**config.mk**
```make
export PLATFORM = sky130hd
export DESIGN_NAME = uart_tx_flat
export DESIGN_NICKNAME = d
export VERILOG_FILES = /design/src/rtl/uart_tx_if.sv /design/src/rtl/uart_tx.sv /design/src/flat_wrapper.sv
export SDC_FILE = /design/constraint.sdc
export NUM_CORES = 1
export LEC_CHECK = 0
export BUFFER_PORTS_ARGS = -buffer_cell sky130_fd_sc_hd__buf_2
export CAP_MARGIN = 5
export CORE_MARGIN = 5
export CORE_UTILIZATION = 31
export CTS_CLUSTER_SIZE = 28
export DETAILED_ROUTE_END_ITERATION = 8
export SYNTH_ARGS = -nofsm -noshare
export SYNTH_HDL_FRONTEND = slang
export SYNTH_SLANG_ARGS = --single-unit
```
**constraint.sdc**
```tcl
create_clock -name clk -period 4.9 [get_ports clk]
set_input_delay 0.245 -clock clk [delete_from_list [all_inputs] [get_ports clk]]
set_output_delay 0.245 -clock clk [all_outputs]
set_load 0.01 [all_outputs]
```
**src/rtl/uart_tx_if.sv**
```systemverilog
// Handshake and serial-output bundle for the 4-bit UART transmitter.
// The master side supplies nibbles; the slave side is the transmitter.
interface uart_tx_if;
  logic [3:0] tx_din;
  logic       tx_vin;
  logic       tx_rdy;
  logic       tx_dout;
  logic       tx_vout;
  logic       tx_busy;

  modport master (
    output tx_din,
    output tx_vin,
    input  tx_rdy,
    input  tx_dout,
    input  tx_vout,
    input  tx_busy
  );

  modport slave (
    input  tx_din,
    input  tx_vin,
    output tx_rdy,
    output tx_dout,
    output tx_vout,
    output tx_busy
  );
endinterface

```
**src/rtl/uart_tx.sv**
```systemverilog
// Nibble serialiser: start, d0..d3 LSB first, stop, with a per-bit valid strobe.
// A one-entry holding register lets the next frame start right after the stop bit.
module uart_tx #(
  parameter int BIT_PERIOD = 1
) (
  input  logic      clk,
  input  logic      rst_n,
  uart_tx_if.slave  tx_if
);

  localparam int          DATA_BITS = 4;
  localparam logic [7:0]  PER_LAST  = 8'(BIT_PERIOD - 1);
  localparam logic [2:0]  BIT_LAST  = 3'(DATA_BITS - 1);

  typedef enum logic [1:0] {
    TX_IDLE  = 2'd0,
    TX_START = 2'd1,
    TX_DATA  = 2'd2,
    TX_STOP  = 2'd3
  } state_e;

  state_e      state_q, state_d;
  logic [7:0]  per_q, per_d;
  logic [2:0]  bit_q, bit_d;
  logic [3:0]  shift_q, shift_d;
  logic [3:0]  hold_data_q, hold_data_d;
  logic        hold_valid_q, hold_valid_d;
  logic        dout_q, dout_d;
  logic        vout_q, vout_d;
  logic        per_last;
  logic        accept;
  logic        direct;

  assign tx_if.tx_rdy  = ~hold_valid_q;
  assign tx_if.tx_busy = (state_q != TX_IDLE) || hold_valid_q;
  assign tx_if.tx_dout = dout_q;
  assign tx_if.tx_vout = vout_q;

  // Next-state, datapath and registered-output decode
  always_comb begin
    state_d      = state_q;
    per_d        = per_q;
    bit_d        = bit_q;
    shift_d      = shift_q;
    hold_data_d  = hold_data_q;
    hold_valid_d = hold_valid_q;

    per_last = (per_q == PER_LAST);
    accept   = tx_if.tx_vin && !hold_valid_q;
    direct   = accept && ((state_q == TX_IDLE) || ((state_q == TX_STOP) && per_last));

    case (state_q)
      TX_IDLE: begin
        if (direct) begin
          shift_d = tx_if.tx_din;
          per_d   = 8'd0;
          bit_d   = 3'd0;
          state_d = TX_START;
        end else begin
          per_d   = 8'd0;
        end
      end
      TX_START: begin
        if (per_last) begin
          per_d   = 8'd0;
          bit_d   = 3'd0;
          state_d = TX_DATA;
        end else begin
          per_d   = per_q + 8'd1;
        end
      end
      TX_DATA: begin
        if (per_last) begin
          per_d   = 8'd0;
          shift_d = {1'b0, shift_q[3:1]};
          if (bit_q == BIT_LAST) begin
            bit_d   = 3'd0;
            state_d = TX_STOP;
          end else begin
            bit_d   = bit_q + 3'd1;
          end
        end else begin
          per_d   = per_q + 8'd1;
        end
      end
      TX_STOP: begin
        if (per_last) begin
          per_d = 8'd0;
          // A held nibble has priority; a direct accept is only possible when the holder is empty
          if (hold_valid_q) begin
            shift_d      = hold_data_q;
            hold_valid_d = 1'b0;
            state_d      = TX_START;
          end else if (direct) begin
            shift_d      = tx_if.tx_din;
            state_d      = TX_START;
          end else begin
            state_d      = TX_IDLE;
          end
        end else begin
          per_d = per_q + 8'd1;
        end
      end
      default: begin
        state_d = TX_IDLE;
        per_d   = 8'd0;
        bit_d   = 3'd0;
      end
    endcase

    if (accept && !direct) begin
      hold_data_d  = tx_if.tx_din;
      hold_valid_d = 1'b1;
    end else begin
      hold_data_d  = hold_data_d;
    end

    case (state_d)
      TX_START: dout_d = 1'b0;
      TX_DATA:  dout_d = shift_d[0];
      default:  dout_d = 1'b1;
    endcase
    vout_d = (state_d != TX_IDLE) && (per_d == 8'd0);
  end

  // State, counters, storage and output registers with synchronous reset
  always_ff @(posedge clk) begin
    if (!rst_n) begin
      state_q      <= TX_IDLE;
      per_q        <= 8'd0;
      bit_q        <= 3'd0;
      shift_q      <= 4'd0;
      hold_data_q  <= 4'd0;
      hold_valid_q <= 1'b0;
      dout_q       <= 1'b1;
      vout_q       <= 1'b0;
    end else begin
      state_q      <= state_d;
      per_q        <= per_d;
      bit_q        <= bit_d;
      shift_q      <= shift_d;
      hold_data_q  <= hold_data_d;
      hold_valid_q <= hold_valid_d;
      dout_q       <= dout_d;
      vout_q       <= vout_d;
    end
  end

endmodule

```
**src/flat_wrapper.sv**
```systemverilog
// flat-port wrapper written by rule: the top's interface ports become plain ports
module uart_tx_flat 
#(
  parameter int BIT_PERIOD = 1
)
  (clk, rst_n, tx_if_tx_din, tx_if_tx_vin, tx_if_tx_rdy, tx_if_tx_dout, tx_if_tx_vout, tx_if_tx_busy);
  uart_tx_if tx_if_i ();
  input  logic clk;
  input  logic rst_n;
  input wire logic [$bits(tx_if_i.tx_din)-1:0] tx_if_tx_din;
  input wire logic [$bits(tx_if_i.tx_vin)-1:0] tx_if_tx_vin;
  output wire logic [$bits(tx_if_i.tx_rdy)-1:0] tx_if_tx_rdy;
  output wire logic [$bits(tx_if_i.tx_dout)-1:0] tx_if_tx_dout;
  output wire logic [$bits(tx_if_i.tx_vout)-1:0] tx_if_tx_vout;
  output wire logic [$bits(tx_if_i.tx_busy)-1:0] tx_if_tx_busy;
  assign tx_if_i.tx_din = tx_if_tx_din;
  assign tx_if_i.tx_vin = tx_if_tx_vin;
  assign tx_if_tx_rdy = tx_if_i.tx_rdy;
  assign tx_if_tx_dout = tx_if_i.tx_dout;
  assign tx_if_tx_vout = tx_if_i.tx_vout;
  assign tx_if_tx_busy = tx_if_i.tx_busy;
  uart_tx #(.BIT_PERIOD(BIT_PERIOD)) u_core (.clk(clk), .rst_n(rst_n), .tx_if(tx_if_i));
endmodule
```
==> results of run 1 <==
## state kept, by name, indices dropped and copies added, names as in the netlist
signal,cells
u_core.per_q,8
u_core.hold_data_q,4
u_core.shift_q,4
u_core.bit_q,3
u_core.state_q,2
u_core.hold_valid_q,1
u_core.tx_if.tx_dout,1
u_core.tx_if.tx_vout,1
## power by group
part           switching [W]  leakage, nW  internal, W
Sequential         0.0000192        0.196     0.000208
Combinational      0.0000473        0.352    0.0000427
Clock              0.0000670       0.0357     0.000109
## area by class of cell
class / count / area (um2) / share of cell area (%)
clock buffers: 3 / 41.3 / 2.63
clock inverters: 1 / 30.0 / 1.91
inverters: 7 / 26.3 / 1.67
multi-input cells: 133 / 878 / 55.9
flip-flops and latches: 24 / 480 / 30.6
well taps: 52 / 65.1 / 4.14
repair buffers: 10 / 50.0 / 3.18
## worst max path at each step
stage / startpoint / end / slack [ns] / cells after the start
after global routing: u_core.state_q[0] / u_core.tx_if.tx_dout / 2.54 / 5
after floorplan: u_core.per_q[0] / u_core.tx_if.tx_dout / 2.94 / 7
final: u_core.state_q[0] / u_core.tx_if.tx_dout / 2.77 / 5
after global placement: u_core.per_q[0] / u_core.tx_if.tx_dout / 2.82 / 7
after detailed placement: u_core.per_q[0] / u_core.tx_if.tx_dout / 2.83 / 7
after CTS: u_core.state_q[0] / u_core.tx_if.tx_dout / 2.79 / 5
## Yosys cell counts (2+ instances only)
master    instances
dfxtp_1          24
nor2_1           19
clkbuf_1         11
nand2_1           9
inv_1             7
o21ai_0           7
nand3_1           6
nor2b_1           6
xnor2_1           6
a21oi_1           5
and3_1            5
mux2i_1           5
nor3_1            5
a311oi_1          4
a31oi_1           4
nor3b_1           4
a211oi_1          3
and2_1            3
ha_1              3
nand2b_1          3
nor4b_1           3
o31ai_1           3
or3_1             3
xor2_1            3
and3b_1           2
buf_6             2
nor3_2            2
o21a_1            2
o21ai_1           2
o22ai_1           2
or2_2             2
## layer usage
layer  part of all wire (%)  track usage (%)  vias to the layer above
li1                       -                -                      637
met1                     48             14.2                      561
met2                     44             16.9                       31
met3                    6.6             3.78                        4
met4                    1.3             3.50                        0
met5                      0                0                        -
## kinds of logic (layout without fill, tap and decap cells)
logic type	after synthesis	after routing	synth area share (%)
xor gates and xnor gates	9	9	5.44
and+or+nand+nor	76	76	30.0
AOI/OAI and AO/OA	40	40	19.2
buffers and inverters	20	21	6.22
DFF	24	24	33.2
adders and majority gates	3	3	2.59
muxes	5	5	3.45
## through the flow
stage | hold slack, ns | area, um2
after floorplan | 0.414 | 1450
after CTS | 0.242 | 1570
after global routing | 0.248 | 1570
after detailed placement | 0.444 | 1500
after global placement | 0.434 | 1500
final | 0.246 | 1570
## critical path: stages, from the launching register on
cell and delay (ns):
dfxtp_1 0.73, inv_1 0.26, and3_1 0.25, a211oi_1 0.36
nor4b_1 0.34, nor3_2 0.08
==> metrics.md, run 1 <==
| Metric | Value |
|---|---|
| Mean post-synth cell area | 8.19 um2 |
| Drc violations | 0 |
| Drt pass-1 iters | 4 |
| Via-per-instance ratio | 5.36 |
| Top cells by area, synth | dfxtp_1 33%, nor2_1 4.9%, xnor2_1 3.6%, mux2i_1 3.5%, clkbuf_1 2.8% |
| Die W | 78.4 um |
| DIE HEIGHT | 78.4 um |
| Worst Reg-to-Reg Cells | 5 |
| Initial drt markers | 85 |
| Critical R2R Capture | u_core.tx_if.tx_dout |
| Pwr per Cell Area | 314 nW/um2 |
| Initial antenna violation count | 0 |
| Final HPWL DP | 2.24 mm |
| Slew Viols, Final | 0 |
| CTS-repair resized insts | 0 |
| Status | completed |
| Via count | 1233 |
| Number of port buffers | 10 |
| Post-Syn Nets | 187 |
| Synth area leader | dfxtp_1 |
| Worst Path Required | 5.06 ns |
| Worst Setup End Kind | flop |
| RSZ-0062 raised after global routing | no |
| Commonest non-fill, non-tap cell in the layout | dfxtp_1 |
| Total Power | 0.000493 W |
| Sequential element share of the synthesized area | 33.2% |
| # diodes | 0 |
| Synth warn | 0 |
| Setup TNS | 0 ns |
| Final core utilization | 35.4% |
| Gpl congestion | 0.767 |
| Commonest non-fill, non-tap cells in the layout | 24 x dfxtp_1, 19 x nor2_1, 10 x buf_2, 9 x nand2_1 |
| Post-synth EDFFs | 0 |
| # IOs | 11 |
| Placed cell count | 226 |
| Global route total overflow | 0 |
| Post-DRT Antenna Nets | 0 |
| Die ar. | 6140 um2 |
| Hold_sp | tx_if_tx_din[1] |
| CP arrival | 2.29 ns |
| Routed WL per cell | 13.6 um |
| Fin. Hold Viols | 0 |
| GRT Total Usage | 10.9% |
| CTS tree | done |
| Share of the synthesized area in the top cell type | 33.2% |
| Nets | 189 |
| Max rail drop VDD | 0.138 mV |
| Final WL | 3.12 mm |
| Worst-Margin Slew | 0.626 ns |
| Pre-CTS WS | 2.83 ns |
| First-pass GRT wire length | 5.44 mm |
| Fillers | 473 |
| Slew headroom | 58.2% |
| Reg2reg setup slack | 2.77 ns |
| Clock Latency Late Sink | 0.27 ns |
| Post-Layout Cell Count | 230 |
| Critical path class | flop to flop |
| Initial Util | 32.6% |
| Post-CTS repair timing setup buffer count | 0 |
| Hold EP | u_core.hold_data_q[1] |
| H-tree depth | 1 |
| Tcrit/Tclk final | 43.5% |
| Synth Register Bits | 24 |
| Vias in the first global route | 1145 |
| Synth cell types | 43 |
| Final count of negative-setup-slack endpoints | 0 |
| Main flop type after synthesis | dfxtp_1 |
| Crit-path max FO | 21 |
| Reg2reg start | u_core.state_q[0] |
| Hold Crit Depth | 3 |
| CTS Hold Bufs | 0 |
| Clock transition at the registers of the reported paths | 0.09 ns |
| Skew final | 0.00350 ns |
| Worst min path class | input pin to flop |
| Share of layout cells above drive strength 1 | 12.4% |
| CTS Buf Count | 3 |
| Area growth, synth to finish | 8.46% |
| Placeable Area | 4440 um2 |
| CTS root buffer | clkbuf_8 |
| Peak Freq | 0.470 GHz |
| CTS Buffer Depth | 2 |
| Final period demand of the worst path | 2.13 ns |
| CP Launch Type | flop |
| TritonCTS Sinks | 24 |
| Leakage | 0.583 nW |
| Max Cap Viol | 0 |
| Cell Area, Synth | 1450 um2 |
| Final WS setup | 2.77 ns |
| FP Rows | 24 |
| Ys async rst share | 0% |
| Mapped Cells | 177 |
| Largest net degree at the start of global routing | 22 |
Power figures use the tool's default switching activity.
==> run 2, diff against run 1 <==
--- a/config.mk
+++ b/config.mk
@@ -5,6 +5,7 @@
 export SDC_FILE = /design/constraint.sdc
 export NUM_CORES = 1
 export LEC_CHECK = 0
+export ABC_AREA = 1
 export BUFFER_PORTS_ARGS = -buffer_cell sky130_fd_sc_hd__buf_2
 export CAP_MARGIN = 5
 export CORE_MARGIN = 5
==> constraint.sdc (replaced) <==
create_clock -name clk -period 2.1 [get_ports clk]
set_input_delay 0.105 -clock clk [delete_from_list [all_inputs] [get_ports clk]]
set_output_delay 0.105 -clock clk [all_outputs]
set_load 0.01 [all_outputs]
==> run 2 against run 1 <==
Net effect:
- combinational power rose to 5.2 times the previous value
- design area shrank 5.6%
- maximum frequency increased by 22%
- largest power group unchanged
- total power increased to 2.7 times the previous value
==> metrics.md, run 2 <==
| Metric | Value |
|---|---|
| Post-Syn Nets | 199 (+6.4%) |
| Drt pass-1 iters | 5 (+1) |
| Skew final | 0.00445 ns (+0.000956 ns) |
| Pre-CTS WS | 0.380 ns (-2.45 ns) |
| Vias in the first global route | 1097 (-4.2%) |
| Critical path class | flop to flop |
| DIE HEIGHT | 75.5 um (-3.7%) |
| Pwr per Cell Area | 889 nW/um2 (+180%) |
| Share of the synthesized area in the top cell type | 36.1% (+3.0 points) |
| CP arrival | 1.91 ns (-0.38 ns) |
| Crit-path max FO | 8 (-62%) |
| Hold Crit Depth | 2 (-1) |
| Die W | 75.5 um (-3.7%) |
| Final period demand of the worst path | 1.74 ns (-0.388 ns) |
| Final core utilization | 36.3% (+0.95 points) |
| CTS Buffer Depth | 2 (unchanged) |
| Commonest non-fill, non-tap cells in the layout | 30 x inv_1, 24 x dfxtp_1, 22 x nand2_1, 20 x nor2_1, 19 x nand3_1 |
| Commonest non-fill, non-tap cell in the layout | inv_1 |
| Most frequent cells after synthesis | 30 x inv_1, 24 x dfxtp_1, 22 x nand2_1, 20 x nor2_1, 19 x nand3_1 |
| Nets | 213 (+13%) |
| Peak Freq | 0.574 GHz (+22%) |
| Max reg flops | 8 (unchanged) |
| Post-DRT Antenna Nets | 0 (unchanged) |
| Drc violations | 0 (unchanged) |
| CTS Buf Count | 3 (unchanged) |
| Global route total overflow | 0 (unchanged) |
| Internal | 0.000836 W (+130%) |
| Synth area leader | dfxtp_1 |
| H-tree depth | 1 (unchanged) |
| Number of port buffers | 10 (unchanged) |
| Hold_sp | rst_n |
| CP Launch Type | flop |
| CTS Hold Bufs | 0 (unchanged) |
| Placed cell count | 248 (+9.7%) |
| Initial antenna violation count | 0 (unchanged) |
| Synth cell types | 29 (-33%) |
| Setup TNS | 0 ns (unchanged) |
| Global Route met2 Usage | 16.6% (-0.28 points) |
| Switching Power | 0.000482 W (+260%) |
| Via count | 1177 (-4.5%) |
| Post-Layout Cell Count | 251 (+9.1%) |
| Worst min path class | input pin to flop |
| Met3 Use GR | 2.51% (-1.3 points) |
| Hold EP | u_core.tx_if.tx_dout |
| Synth warn | 0 (unchanged) |
| Top reg by flops | u_core.per_q |
| First-pass GRT wire length | 4.96 mm (-8.9%) |
| Tcrit/Tclk final | 82.9% (+39 points) |
| Area growth, synth to finish | 11.6% |
| Post-synth EDFFs | 0 (unchanged) |
| CTS root buffer | clkbuf_8 |
| Leakage | 0.662 nW (+13%) |
| Switching share of total power | 36.6% (+9.5 points) |
| Fillers | 447 (-5.5%) |
| Clock transition at the registers of the reported paths | 0.08 ns (about the same) |
| Synth Register Bits | 24 (unchanged) |
| Placeable Area | 4090 um2 (-8.1%) |
| RSZ-0062 raised after global routing | no |
| FP Rows | 23 (-4.2%) |
| Critical R2R Capture | u_core.tx_if.tx_vout |
| Worst Reg-to-Reg Cells | 12 (+7) |
| Via-per-instance ratio | 4.69 (-13%) |
| Worst Setup End Kind | flop |
| TritonCTS Sinks | 24 (unchanged) |
| Status | completed |
| # IOs | 11 (unchanged) |
| Cell Area, Synth | 1330 um2 (-8.2%) |
| Reg2reg setup slack | 0.36 ns (-2.41 ns) |
| Worst-Margin Slew | 0.469 ns (-0.158 ns) |
| Max rail drop VDD | 0.414 mV (+200%) |
| Ys async rst share | 0% (unchanged) |
| Clock share of power | 20.3% (-15 points) |
| Final count of negative-setup-slack endpoints | 0 (unchanged) |
| Most common cell in the netlist | inv_1 |
| Logic pwr share | 35.5% (+17 points) |
| Die ar. | 5700 um2 (-7.2%) |
| Clock Latency Late Sink | 0.27 ns (about the same) |
| Initial Util | 32.5% (-0.054 points) |
| Gpl congestion | 0.814 (+6.0%) |
| Total Power | 0.00132 W (+170%) |
| Slew headroom | 68.7% (+11 points) |
| Reg2reg start | u_core.per_q[0] |
| Share of power burned in registers | 44.2% (-1.8 points) |
| Final WS setup | 0.358 ns (-2.41 ns) |
| Worst Path Required | 2.26 ns (-2.80 ns) |
| Mapped Cells | 189 (+6.8%) |
| Final HPWL DP | 2.20 mm (-1.8%) |
| Sequential element share of the synthesized area | 36.1% (+3.0 points) |
| Top cells by area, synth | dfxtp_1 36%, inv_1 8.5%, nand3_1 7.1%, nand2_1 6.2%, nor2_1 5.6% |
| GRT Total Usage | 11.5% (+0.65 points) |
| Max Cap Viol | 0 (unchanged) |
| Share of layout cells above drive strength 1 | 20.9% (+8.5 points) |
| Largest net degree at the start of global routing | 14 (-36%) |
| Met1 Usage GRT | 16.7% (+2.5 points) |
| CTS-repair resized insts | 0 (unchanged) |
| Main flop type after synthesis | dfxtp_1 |
| # diodes | 0 (unchanged) |
| Registers with the most flip-flops | u_core.per_q (8), u_core.hold_data_q (4), u_core.shift_q (4) |
| Mean post-synth cell area | 7.04 um2 (-14%) |
| Routed WL per cell | 11.1 um (-18%) |
| Post-CTS repair timing setup buffer count | 0 (unchanged) |
| Final WL | 2.78 mm (-11%) |
| CTS tree | done |
| Busiest grt layer | met1 |
| Slew Viols, Final | 0 (unchanged) |
| Initial drt markers | 79 (-7.1%) |
| Fin. Hold Viols | 0 (unchanged) |
-- run 2: cell count changes after synthesis, moves of 7 or more --
cell	previous run	this run
inv_1	7	30
nand2_1	9	22
nand3_1	6	19
clkbuf_1	11	2
o21ai_0	7	15
inv_2	0	7
-- run 2: worst max-delay path by stage --
stage / from / endpoint / slack [ns] / cells past startpoint
after detailed placement: u_core.per_q[0] / u_core.tx_if.tx_vout / 0.38 / 12
after floorplan: u_core.per_q[0] / u_core.tx_if.tx_dout / 0.55 / 10
after CTS: u_core.per_q[0] / u_core.tx_if.tx_vout / 0.36 / 12
final: u_core.per_q[0] / u_core.tx_if.tx_vout / 0.36 / 12
after global placement: u_core.per_q[0] / u_core.tx_if.tx_vout / 0.42 / 12
after global routing: u_core.per_q[0] / u_core.tx_if.tx_vout / 0.17 / 12
-- run 2: through the flow --
step	hold slack, ns	instance area (um2)
after floorplan	0.274	1330
after global placement	0.410	1440
after detailed placement	0.408	1440
after CTS	0.120	1480
after global routing	0.148	1480
final	0.128	1480
-- run 2: cell families after synthesis --
logic type	synth area share [%]
xor+xnor	0.659
compound gates	17.4
simple gates	31.6
flops	36.1
fa+ha+maj	2.82
buf+inv	11.4
-- run 2: layout make-up --
type                            count  area, um2  area share, %
Clock buffer                        3       41.3           2.78
Inverter                           38        144           9.70
Multi-Input combinational cell    125        698           47.0
Sequential cell                    24        480           32.4
Tap cell                           50       62.6           4.22
Timing Repair Buffer               11       57.6           3.88
-- run 2: routing by layer --
metal	routed length (um)	share of wire [%]
met5	0	0
met4	52	1.9
met3	97	3.5
met2	1150	41
met1	1480	53
-- run 2: power by group through the flow --
stage          Clock [W]  Combinational [W]  Sequential, W
2_1_floorplan          0           0.000355       0.000590
3_3_place_gp           0           0.000470       0.000595
5_1_grt         0.000303           0.000538       0.000596
3_5_place_dp           0           0.000470       0.000594
6_report        0.000268           0.000468       0.000583
4_1_cts         0.000285           0.000472       0.000584
-- run 2: critical path, cell delays in order (launching register included) --
cell     delay [ns]
dfxtp_1        0.38
inv_1          0.07
ha_1           0.19
inv_1          0.08
nor2_4         0.05
nand2_2        0.16
inv_2          0.10
nor2_1         0.24
o21ai_0        0.15
nand2_1        0.08
nor2_1         0.04
nand4_1        0.08
a21oi_2        0.04
